==> config.mk <==
export PLATFORM = sky130hd
export DESIGN_NAME = mux_rr_arbiter
export DESIGN_NICKNAME = d
export VERILOG_FILES = /design/src/rtl/mux_rr_arbiter.sv
export SDC_FILE = /design/constraint.sdc
export NUM_CORES = 1
export LEC_CHECK = 0
export CORE_AREA = 4 4 229 231
export CTS_BUF_LIST = sky130_fd_sc_hd__clkbuf_16
export CTS_CLUSTER_DIAMETER = 100
export DETAILED_ROUTE_END_ITERATION = 6
export DIE_AREA = 0 0 233 235
export PLACE_DENSITY_LB_ADDON = 0.05
export SLEW_MARGIN = 20
export SYNTH_ARGS = -nofsm -noshare
export SYNTH_HDL_FRONTEND = slang
export SYNTH_SLANG_ARGS = --single-unit
==> constraint.sdc <==
create_clock -name clk -period 9.8 [get_ports clk]
set_input_delay 1.96 -clock clk [delete_from_list [all_inputs] [get_ports clk]]
set_output_delay 1.96 -clock clk [all_outputs]
set_load 0.1 [all_outputs]
==> src/rtl/mux_rr_arbiter.sv <==
// ============================================================================
// Module      : mux_rr_arbiter
// Description : Round-robin arbiter sharing a 16:1 result mux; registers the
//               winning word onto a valid/ready output with a one-cycle grant.
// Revision    : 1.0 - initial release
// ============================================================================
`default_nettype none

module mux_rr_arbiter #(
  parameter int IN_WIDTH  = 32,
  parameter int SEL_WIDTH = 4,
  localparam int N        = 1 << SEL_WIDTH
) (
  input  logic                  clk,
  input  logic                  rst_n,
  input  logic [N-1:0]          req,
  input  logic [N*IN_WIDTH-1:0] data_in,
  output logic [SEL_WIDTH-1:0]  sel,
  output logic [N-1:0]          gnt,
  output logic [IN_WIDTH-1:0]   out_data,
  output logic                  out_valid,
  input  logic                  out_ready,
  output logic [15:0]           xfer_cnt
);

  typedef enum logic {
    IDLE = 1'b0,
    HOLD = 1'b1
  } state_t;

  state_t               state_q, state_d;
  logic [SEL_WIDTH-1:0] ptr_q, ptr_d;
  logic [SEL_WIDTH-1:0] sel_q, sel_d;
  logic [N-1:0]         gnt_q, gnt_d;
  logic [IN_WIDTH-1:0]  out_data_q, out_data_d;
  logic                 out_valid_q, out_valid_d;
  logic [15:0]          xfer_cnt_q, xfer_cnt_d;

  logic [IN_WIDTH-1:0]  slot [N];
  logic [2*N-1:0]       req_dbl;
  logic [N-1:0]         req_rot;
  logic [SEL_WIDTH-1:0] win_off;
  logic [SEL_WIDTH-1:0] win_idx;

  for (genvar g = 0; g < N; g++) begin : g_slot
    assign slot[g] = data_in[g*IN_WIDTH +: IN_WIDTH];
  end

  // Rotate requests so bit 0 is the requester at ptr; the lowest set bit wins.
  assign req_dbl = {req, req};
  assign req_rot = req_dbl[ptr_q +: N];

  always_comb begin
    win_off = '0;
    for (int j = N - 1; j >= 0; j--) begin
      if (req_rot[j]) win_off = SEL_WIDTH'(j);
    end
  end

  assign win_idx = ptr_q + win_off;

  always_comb begin
    state_d     = state_q;
    ptr_d       = ptr_q;
    sel_d       = sel_q;
    gnt_d       = '0;
    out_data_d  = out_data_q;
    out_valid_d = out_valid_q;
    xfer_cnt_d  = xfer_cnt_q;
    case (state_q)
      IDLE: begin
        if (req != '0) begin
          sel_d       = win_idx;
          out_data_d  = slot[win_idx];
          out_valid_d = 1'b1;
          gnt_d       = N'(1) << win_idx;
          ptr_d       = win_idx + SEL_WIDTH'(1);
          state_d     = HOLD;
        end
      end
      HOLD: begin
        if (out_valid_q && out_ready) begin
          out_valid_d = 1'b0;
          xfer_cnt_d  = xfer_cnt_q + 16'd1;
          state_d     = IDLE;
        end
      end
      default: state_d = IDLE;
    endcase
  end

  always_ff @(posedge clk) begin
    if (!rst_n) begin
      state_q     <= IDLE;
      ptr_q       <= '0;
      sel_q       <= '0;
      gnt_q       <= '0;
      out_data_q  <= '0;
      out_valid_q <= 1'b0;
      xfer_cnt_q  <= '0;
    end else begin
      state_q     <= state_d;
      ptr_q       <= ptr_d;
      sel_q       <= sel_d;
      gnt_q       <= gnt_d;
      out_data_q  <= out_data_d;
      out_valid_q <= out_valid_d;
      xfer_cnt_q  <= xfer_cnt_d;
    end
  end

  assign sel       = sel_q;
  assign gnt       = gnt_q;
  assign out_data  = out_data_q;
  assign out_valid = out_valid_q;
  assign xfer_cnt  = xfer_cnt_q;

endmodule

`default_nettype wire

* Word level (Yosys, flattened, before mapping)
Index checks and enable logic that the tools add are counted.
** Cells by class
- Equal/unequal tests :: 2
- $add $sub $neg :: 3
- Muxes and demuxes :: 25
- Reduce and logical (&&, ||, !) cells :: 6
- Shift-type cells :: 2
- $lt $le $gt $ge :: 1
- Bitwise operators :: 4
** Operator list (number)
- 32-bit binary-select mux with 4-bit select :: 1
- 32-bit two-way mux :: 2
- 4-bit two-way mux :: 16
- 32-bit by 5-bit indexed part select with 16-bit output :: 1
- 16-bit by 1-bit adder with 16-bit output, second input constant :: 1
- 16-bit nonzero test :: 1
- 1-bit by 4-bit << shifter with 16-bit output, first input constant :: 1
- 2-bit AND reduction :: 3
- 5-bit greater-or-equal comparator, second input constant :: 1
- 4-bit inverter with 5-bit output :: 1
- 4-bit by 1-bit adder with 4-bit output, second input constant :: 1
- 4-bit adder :: 1
- 1-bit two-way mux :: 4
- 1-bit one-hot mux with 2 select lines :: 2
- 1-bit inverter :: 3
- 3-bit OR reduction :: 1
- 2-bit by 1-bit != test with 1-bit output, second input constant :: 1
- 2-bit != test, second input constant :: 1
- 1-bit logical AND :: 1
** Storage, ports and cells
- Output and inout port bits :: 69
- Bits in registers :: 74
- Logic and storage cells :: 50
- Bits of input ports :: 531

* Logic depth before layout (Yosys ltp)
Gate-level depths: netlist of run 1.
- Depth after elaboration :: 22
- Depth in mapped cells :: 22
- Gate-level depth less buffers :: 17

* Worst setup path after synthesis of run 1
Ideal clock, no wire load.
- Kind :: input to register
- From :: in req[9]
- To :: reg ptr_q[2]
- Data required time :: 9.668 ns
- Stages :: 18
- Path slack :: 3.450 ns
- Path buffers :: 3
- Data arrival time :: 6.218 ns
- Setup time :: 0.132 ns
- Path through :: mux4_2 nand2b_1 mux4_2 o211ai_1 a21oi_1 a211o_1 a211oi_1 ha_1 inv_1 fa_1 clkbuf_1 clkbuf_1 clkbuf_1 inv_1 ha_1 ha_1 nand2_1 a21oi_1
** On the way
- Cells in the longest elaborated chain, start to end :: 19
- Elaborated cells on any way between the ends :: 21
- Those cells by class :: add/sub (2); shift (1); mux (16); reduce/logical (2)
** RTL lines
- from (decl) :: RTL line 16 : input logic [N-1:0] req,
- 32-bit by 5-bit indexed part select with 16-bit output (*) :: RTL line 51 : assign req_rot = req_dbl[ptr_q +: N];
- 4-bit two-way mux (15 in a row) :: RTL line 56 : if (req_rot[j]) win_off = SEL_WIDTH'(j);
- 4-bit two-way mux (*) :: RTL line 56
- 4-bit adder (*) :: RTL line 60 : assign win_idx = ptr_q + win_off;
- via win_idx[1] :: RTL line 43 : logic [SEL_WIDTH-1:0] win_idx;
- 4-bit by 1-bit adder with 4-bit output (*) :: RTL line 77 : ptr_d = win_idx + SEL_WIDTH'(1);
- to (signal assigned) :: RTL line 103 : ptr_q <= ptr_d;
- to (decl) :: RTL line 32 : logic [SEL_WIDTH-1:0] ptr_q, ptr_d;
Mark *: on every way through the listed nets, which the timed path passes. The rest lies on a longest branch.
A chain may end at the register's enable or synchronous reset.

* Worst setup path after layout of run 1
- From :: in req[6]
- To :: reg ptr_q[3]
** On the way
- Cells in the longest elaborated chain, start to end :: 19
- Elaborated cells on any way between the ends :: 21
- Those cells by class :: add/sub (2); shift (1); mux (16); reduce/logical (2)
** RTL lines (RTL line)
- 32-bit by 5-bit indexed part select with 16-bit output :: 51
- 4-bit two-way mux (16 in a row) :: 56
- 4-bit adder :: 60
- 4-bit by 1-bit adder with 4-bit output :: 77
Several ways; a longest one is shown, not always the timed one.

==> results of run 1 <==
-- stage by stage --
step	hold WS (ns)	worst slack [ns]	area, um^2
finish	0.453	2.45	15600
global route	0.489	2.21	15600
CTS	0.456	2.47	15600
detailed placement	0.447	2.10	15300
global placement	0.450	2.11	15200
floorplan	0.453	3.45	8480
-- final cells by class --
class | instances | area (um^2)
sequential | 74 | 1480
timing repair buffer | 613 | 6180
inverter | 13 | 48.8
clock buffer | 9 | 225
clock inverter | 7 | 82.6
tap | 672 | 841
fill | 5284 | 34500
multi-input combinational | 702 | 6700
antenna | 2 | 5.00
-- worst paths after layout --
kind	depth (start not counted)	end	slack, ns	start
max	18	ptr_q[3]$_SDFFE_PN0P_	2.45	req[6]
min reg2reg	2	sel[2]$_SDFFE_PN0P_	0.45	sel[2]$_SDFFE_PN0P_
max reg2reg	18	ptr_q[3]$_SDFFE_PN0P_	3.82	ptr_q[1]$_SDFFE_PN0P_
min	2	sel[2]$_SDFFE_PN0P_	0.45	sel[2]$_SDFFE_PN0P_
-- worst register-to-register path: cells and delay by family (launching register included) --
kind                       cells  cell delay (ns)
AOI/OAI and AO/OA              7             1.39
buffers and inverters          3             0.95
and+or+nand+nor                4             0.66
adders and majority gates      2             1.46
muxes                          2             1.15
DFF                            1             0.31
-- state kept, by name, summed over array words and instances, names as in the netlist --
register,flops
out_valid,1
sel,4
state_q,1
gnt,16
xfer_cnt,16
ptr_q,4
out_data,32
-- cells in the mapped netlist (3+ instances only) --
cell | n | area share [%]
a211oi_1 | 4 | 0.35
nor4_1 | 5 | 0.37
o211ai_1 | 24 | 2.1
nand2_1 | 194 | 8.6
and2_1 | 3 | 0.22
mux2i_1 | 44 | 5.2
xnor2_1 | 6 | 0.62
buf_2 | 8 | 0.47
ha_1 | 10 | 1.5
o21ai_0 | 40 | 2.4
a21oi_1 | 20 | 1.2
nand3_1 | 8 | 0.47
buf_1 | 16 | 0.71
clkbuf_1 | 51 | 2.3
o2111a_1 | 3 | 0.40
o2111ai_1 | 3 | 0.31
mux4_2 | 150 | 40
and3_1 | 12 | 0.89
mux2_2 | 8 | 1.1
nor2_1 | 41 | 1.8
nand2b_1 | 8 | 0.59
inv_1 | 11 | 0.49
xor2_1 | 12 | 1.2
nand4_1 | 4 | 0.30
or3_1 | 5 | 0.37
nor2b_1 | 7 | 0.52
nor3_1 | 47 | 2.8
dfxtp_1 | 74 | 17
o211ai_2 | 10 | 1.5
-- per-layer routing --
metal	part of all wire (%)	GRT usage, %
met1	39	24.7
met3	5.8	4.75
met2	55	40.0
met5	0.15	0
met4	0.58	1.85
-- power by group through the flow --
stage / logic [W] / registers [W] / clock network (W)
floorplan: 0.00276 / 0.000768 / 0
global placement: 0.00457 / 0.000406 / 0
global route: 0.00478 / 0.000408 / 0.000381
detailed placement: 0.00456 / 0.000406 / 0
CTS: 0.00457 / 0.000401 / 0.000375
finish: 0.00445 / 0.000401 / 0.000359
-- kinds of logic after synthesis --
family,Yosys count
buffers and inverters,92
AND/OR/NAND/NOR,340
adder cells (fa/ha/maj),11
AO/OA/AOI/OAI,131
flip-flops,74
multiplexers,202
XOR/XNOR,18
==> results.md, run 1 <==
- CTS root buffer: clkbuf_16
- Vias per inst: 4.70
- Post-synthesis mux area share: 46.1%
- RSZ-0062 raised after global routing: no
- Final min period: 7.35 ns
- Hold Path Class: register to register
- Synth Area in XOR/XNOR: 1.86%
- Required time worst endpoint: 10.05 ns
- Post-synthesis register bit count: 74
- Post-Synth Adder-Cell Area: 1.71%
- Nets: 1,955
- Setup TNS: 0 ns
- CTS tree: built
- Max Freq: 0.136 GHz
- Average instance area after synthesis: 9.77 um^2
- Logic pwr share: 85.4%
- Layout overhead on the synthesized area: 83.6%
- Most frequent cells in the layout: 598 x clkdlybuf4s50_1, 193 x nand2_1, 150 x mux4_2
- Simple-gate share of the synthesized area: 17.5%
- Critical Path End Type: register
- Total track usage: 21.0%
- Sequential Power Share: 7.7%
- Post-CTS Setup Bufs: 0
- Final Total Pwr: 0.00521 W
- Sequential area share after synthesis: 17.5%
- Status: finished clean
- WP buf/inv: 3
- Pleak: 5.58 nW
- Number of enable flip-flop cells after synthesis: 0
- CP cell instances: clkdlybuf4s50_1 > mux4_2 > nand2b_1 > mux4_2 > o211ai_1 > a21oi_1 > a211o_1 > a211oi_1 > ha_4 > inv_1 > fa_4 > buf_12 > nor3_1 > nor2b_1 > nand2_1 > a211o_1 > o2111a_1 > a21oi_1
- Fin util: 31.1%
- Vias in the first global route: 10,600
- Asr flop ratio synth: 0%
- CP max FO: 47
- Die height: 235 um
- Max-cap violations: 0
- Hold Buf Count CTS: 0
- Die area: 0.0548 mm^2
- First-pass GRT wire length: 82,500 um
- Fin crit share: 75.0%
- Pins Over Slew Limit: 0
- DR WL/cell: 28.3 um
- Routed vias: 9,842
- Cells after Synth: 868
- Actual slew at the worst max-slew pin: 1.14 ns
- Largest family of logic cells by synthesized area: multiplexers
- Internal power: 0.00257 W
- Clk buf depth: 2
- Worst ir drop on vdd: 270 uV
- # resized after CTS: 0
- Worst Skew: 0.0161 ns
- TritonCTS Buffers: 9
- Placed Cells incl. Taps: 2,074
- Finished Layout Cells: 2,092
- Final Hold Fails: 0
- Compound-Gate Fraction of Synth Area: 10.9%
- Switching share of power: 50.8%
- Rel. slew slack: 23.6%
- Crit-path leading delay family: adder cells
- Pin count of the biggest net entering global routing: 68
- Skew-Pair Late Insertion Delay: 0.35 ns
- Post-Syn Area: 0.00848 mm^2
- Clock share of power: 6.9%
- Initial antenna violation count: 16
- Gpl congestion: 0.902
- Worst Setup Path Type: primary input to register
- CP max stage cell: fa_4
- Die Wd: 233 um
- Core Area: 0.0501 mm^2
- Post-synth cell types: 58
- CP max stage delay: 1.27 ns
- Net Sw Power: 0.00265 W
- Pwr dens: 335 mW/mm^2
- Share of layout cells above drive strength 1: 15.2%
- CP Launch Type: primary input
- Initial Utilization: 16.9%
- Clock Sinks: 74
- DRC: 0
- Boundary Pins: 600
- Data arrival time of the worst path: 7.60 ns
- CTS HTree Levels: 3
- Syn. warnings: 0
- Final Setup Violations: 0
- GRT Residual Overflow: 0
- DR pass1 iterations: 5
- Leading cell type in the layout, fill and taps excluded: clkdlybuf4s50_1
- Synthesized Nets: 1,410
- Total Wirelength: 59,200 um
- # rows: 82
- First-iteration detailed-routing DRC count: 559
- Post-synth top flop: dfxtp_1
- Final ANT Viol Nets: 0
- HPWL after DPL: 49,400 um
- Clock slew at reported path FFs: 0.06 ns
- Port buffer count: 599
(Power assumes the default switching activity.)
==> run 2, diff against run 1 <==
--- a/config.mk
+++ b/config.mk
@@ -5,11 +5,11 @@
 export SDC_FILE = /design/constraint.sdc
 export NUM_CORES = 1
 export LEC_CHECK = 0
-export CORE_AREA = 4 4 229 231
+export CORE_AREA = 4 4 234 236
 export CTS_BUF_LIST = sky130_fd_sc_hd__clkbuf_16
 export CTS_CLUSTER_DIAMETER = 100
 export DETAILED_ROUTE_END_ITERATION = 6
-export DIE_AREA = 0 0 233 235
+export DIE_AREA = 0 0 238 240
 export PLACE_DENSITY_LB_ADDON = 0.05
 export SLEW_MARGIN = 20
 export SYNTH_ARGS = -nofsm -noshare
==> constraint.sdc (replaced) <==
create_clock -name clk -period 6 [get_ports clk]
set_input_delay 1.2 -clock clk [delete_from_list [all_inputs] [get_ports clk]]
set_output_delay 1.2 -clock clk [all_outputs]
set_load 0.1 [all_outputs]
==> run 2 against run 1 <==
Non-clock buffer count rose by 105. Global-route usage fell by 0.082 points. Largest cell class is now buffers. Die area rose by 4.3%. Highest routed layer unchanged. Critical path type unchanged. Hold slack improved by 0.0087 ns. Via count rose by 3.9%. Combinational power rose by 87%. Worst setup slack got worse by 2.3 ns. Largest power group unchanged. Flip-flop and latch count did not move. Sequential power rose by 68%. Cell count rose by 6.1%. Utilization rose by 0.64 points.
==> results.md, run 2 (synthesized netlist as in run 1, its figures left out) <==
- Status: finished clean (unchanged)
- Clk buf depth: 2 (unchanged)
- Layout overhead on the synthesized area: 96.3% (was 83.6%)
- Fin crit share: 97.8%
- CTS root buffer: clkbuf_16 (unchanged)
- HPWL after DPL: 53,300 um (was 49,400 um)
- CP cell instances: clkdlybuf4s50_1 > buf_4 > mux4_2 > mux4_2 > o211ai_1 > a21oi_1 > a211o_1 > a211oi_2 > buf_4 > ha_4 > inv_1 > fa_4 > buf_12 > buf_16 > mux4_2 > mux2i_1 > nor3_1 > o21ai_1 > o211ai_2 (was clkdlybuf4s50_1 > mux4_2 > nand2b_1 > mux4_2 > o211ai_1 > a21oi_1 > a211o_1 > a211oi_1 > ha_4 > inv_1 > fa_4 > buf_12 > nor3_1 > nor2b_1 > nand2_1 > a211o_1 > o2111a_1 > a21oi_1)
- Data arrival time of the worst path: 6.10 ns (was 7.60 ns)
- Worst Setup Path Type: primary input to register (unchanged)
- Total Wirelength: 62,800 um (was 59,200 um)
- Port buffer count: 599 (unchanged)
- Routed vias: 10,200 (was 9,842)
- GRT busiest layer: met2 (unchanged)
- Grt met1 use: 23.5% (was 24.7%)
- Switching share of power: 47.4% (was 50.8%)
- Skew-Pair Late Insertion Delay: 0.35 ns (about the same)
- Boundary Pins: 600 (unchanged)
- Vias per inst: 4.61 (was 4.70)
- Die height: 240 um (was 235 um)
- TritonCTS Buffers: 9 (unchanged)
- Sequential Power Share: 7.1% (was 7.7%)
- Max-cap violations: 0 (unchanged)
- Leading cell type in the layout, fill and taps excluded: clkdlybuf4s50_1 (unchanged)
- Pins Over Slew Limit: 0 (unchanged)
- First-pass GRT wire length: 85,200 um (was 82,500 um)
- Finished Layout Cells: 2,220 (was 2,092)
- Total track usage: 20.9% (was 21.0%)
- Pwr dens: 573 mW/mm^2 (was 335 mW/mm^2)
- RSZ-0062 raised after global routing: no (unchanged)
- DR pass1 iterations: 5 (unchanged)
- Initial Utilization: 16.2% (was 16.9%)
- Internal power: 0.00502 W (was 0.00257 W)
- CP Launch Type: primary input (unchanged)
- Die Wd: 238 um (was 233 um)
- Fin util: 31.7% (was 31.1%)
- Grt met3 use: 5.74% (was 4.75%)
- Max Freq: 0.170 GHz
- Clock share of power: 5.9% (was 6.9%)
- Most frequent CP cell: mux4_2
- Rel. slew slack: 22.7% (was 23.6%)
- Actual slew at the worst max-slew pin: 1.16 ns (was 1.14 ns)
- Worst ir drop on vdd: 298 uV (was 270 uV)
- Critical Path End Type: register (unchanged)
- Net Sw Power: 0.00452 W (was 0.00265 W)
- # rows: 84 (was 82)
- Initial antenna violation count: 28 (was 16)
- Sequential cell area: 0.00148 mm^2 (unchanged)
- DR WL/cell: 28.3 um (about the same)
- Worst Skew: 0.0143 ns (was 0.0161 ns)
- Core Area: 0.0524 mm^2 (was 0.0501 mm^2)
- Max FFs per register: 32 (unchanged)
- CTS tree: built (unchanged)
- Pleak: 6.22 nW (was 5.58 nW)
- Final min period: 5.87 ns
- CTS HTree Levels: 3 (unchanged)
- GRT Residual Overflow: 0 (unchanged)
- Die area: 0.0571 mm^2 (was 0.0548 mm^2)
- Share of layout cells above drive strength 1: 21.1% (was 15.2%)
- DRC: 0 (unchanged)
- Vias in the first global route: 11,300 (was 10,600)
- Pin count of the biggest net entering global routing: 39 (was 68)
- Hold Path Class: register to register (unchanged)
- Area occupied by multi-input gates: 0.00672 mm^2 (was 0.00670 mm^2)
- Final ANT Viol Nets: 0 (unchanged)
- Nets: 2,060 (was 1,955)
- Required time worst endpoint: 6.23 ns (was 10.05 ns)
- Clock slew at reported path FFs: 0.07 ns (was 0.06 ns)
- CP max stage cell: fa_4 (unchanged)
- Final Setup Violations: 0 (unchanged)
- Gpl congestion: 0.875 (was 0.902)
- Clock Sinks: 74 (unchanged)
- Placed Cells incl. Taps: 2,186 (was 2,074)
- Logic pwr share: 87.0% (was 85.4%)
- Final Hold Fails: 0 (unchanged)
- Fillers: 5,424 (was 5,284)
- First-iteration detailed-routing DRC count: 545 (was 559)
- Most frequent cells in the layout: 593 x clkdlybuf4s50_1, 193 x nand2_1, 150 x mux4_2 (was 598 x clkdlybuf4s50_1, 193 x nand2_1, 150 x mux4_2)
- CP max stage delay: 0.94 ns (was 1.27 ns)
- Met2 usage: 39.8% (was 40.0%)
- CP max FO: 10 (was 47)
## run 2: timing repair
action / in CTS / in global routing
hold buffers: 0 / 0
resized for setup: 1 / 13
pin swaps: 0 / 1
setup buffers: 0 / 7
cloned: 0 / 2
setup endpoints to repair: 1 / 24
## run 2: worst max-delay path: cells and delay by family
family / cells / cell delay (ns)
AOI/OAI and AO/OA: 6 / 1.08
muxes: 4 / 1.42
buffers and inverters: 6 / 1.23
adders and majority gates: 2 / 1.06
and+or+nand+nor: 1 / 0.08
## run 2: path summary, 6_finish.rpt
kind / startpoint / end / slack [ns] / cells after the start
worst max-delay path: req[11] / out_data[20]$_SDFFE_PN0P_ / 0.13 / 19
worst min-delay path: sel[2]$_SDFFE_PN0P_ / sel[2]$_SDFFE_PN0P_ / 0.46 / 2
worst max register to register: ptr_q[1]$_SDFFE_PN0P_ / out_data[20]$_SDFFE_PN0P_ / 0.53 / 18
worst min register to register: sel[2]$_SDFFE_PN0P_ / sel[2]$_SDFFE_PN0P_ / 0.46 / 2
## run 2: stage by stage
step / hold WS, ns / TNS [ns] / total power [W] / setup slack, ns / cell area [um^2]
4_1_cts: 0.465 / 0 / 0.00951 / 0.0178 / 16500
3_5_place_dp: 0.453 / -6.84 / 0.00890 / -0.371 / 16200
3_3_place_gp: 0.449 / -8.12 / 0.00896 / -0.426 / 16200
2_1_floorplan: 0.453 / 0 / 0.00576 / 0.410 / 8480
5_1_grt: 0.499 / 0 / 0.0102 / 0.00338 / 16600
6_report: 0.461 / 0 / 0.00954 / 0.135 / 16600
## run 2: power by group through the flow
stage / clock (W) / sequential, W / combinational, W
floorplan: 0 / 0.00125 / 0.00450
global placement: 0 / 0.000686 / 0.00828
detailed placement: 0 / 0.000684 / 0.00821
CTS: 0.000595 / 0.000676 / 0.00824
global route: 0.000611 / 0.000685 / 0.00892
finish: 0.000566 / 0.000674 / 0.00830
## run 2: cell type report
type / instances / share of cell area (%)
flip-flops and latches: 74 / 8.90
repair buffers: 718 / 43.3
multi-input cells: 702 / 40.4
clock inverters: 7 / 0.421
well taps: 688 / 5.17
inverters: 13 / 0.293
diodes: 9 / 0.135
clock buffers: 9 / 1.35
## run 2: per-layer routing
| metal | wire [um] | share of wire (%) | vias up |
|---|---|---|---|
| met1 | 23500 | 37 | 5087 |
| li1 | - | - | 4676 |
| met3 | 4000 | 6.4 | 65 |
| met5 | 206 | 0.33 | - |
| met2 | 34100 | 54 | 370 |
| met4 | 997 | 1.6 | 30 |
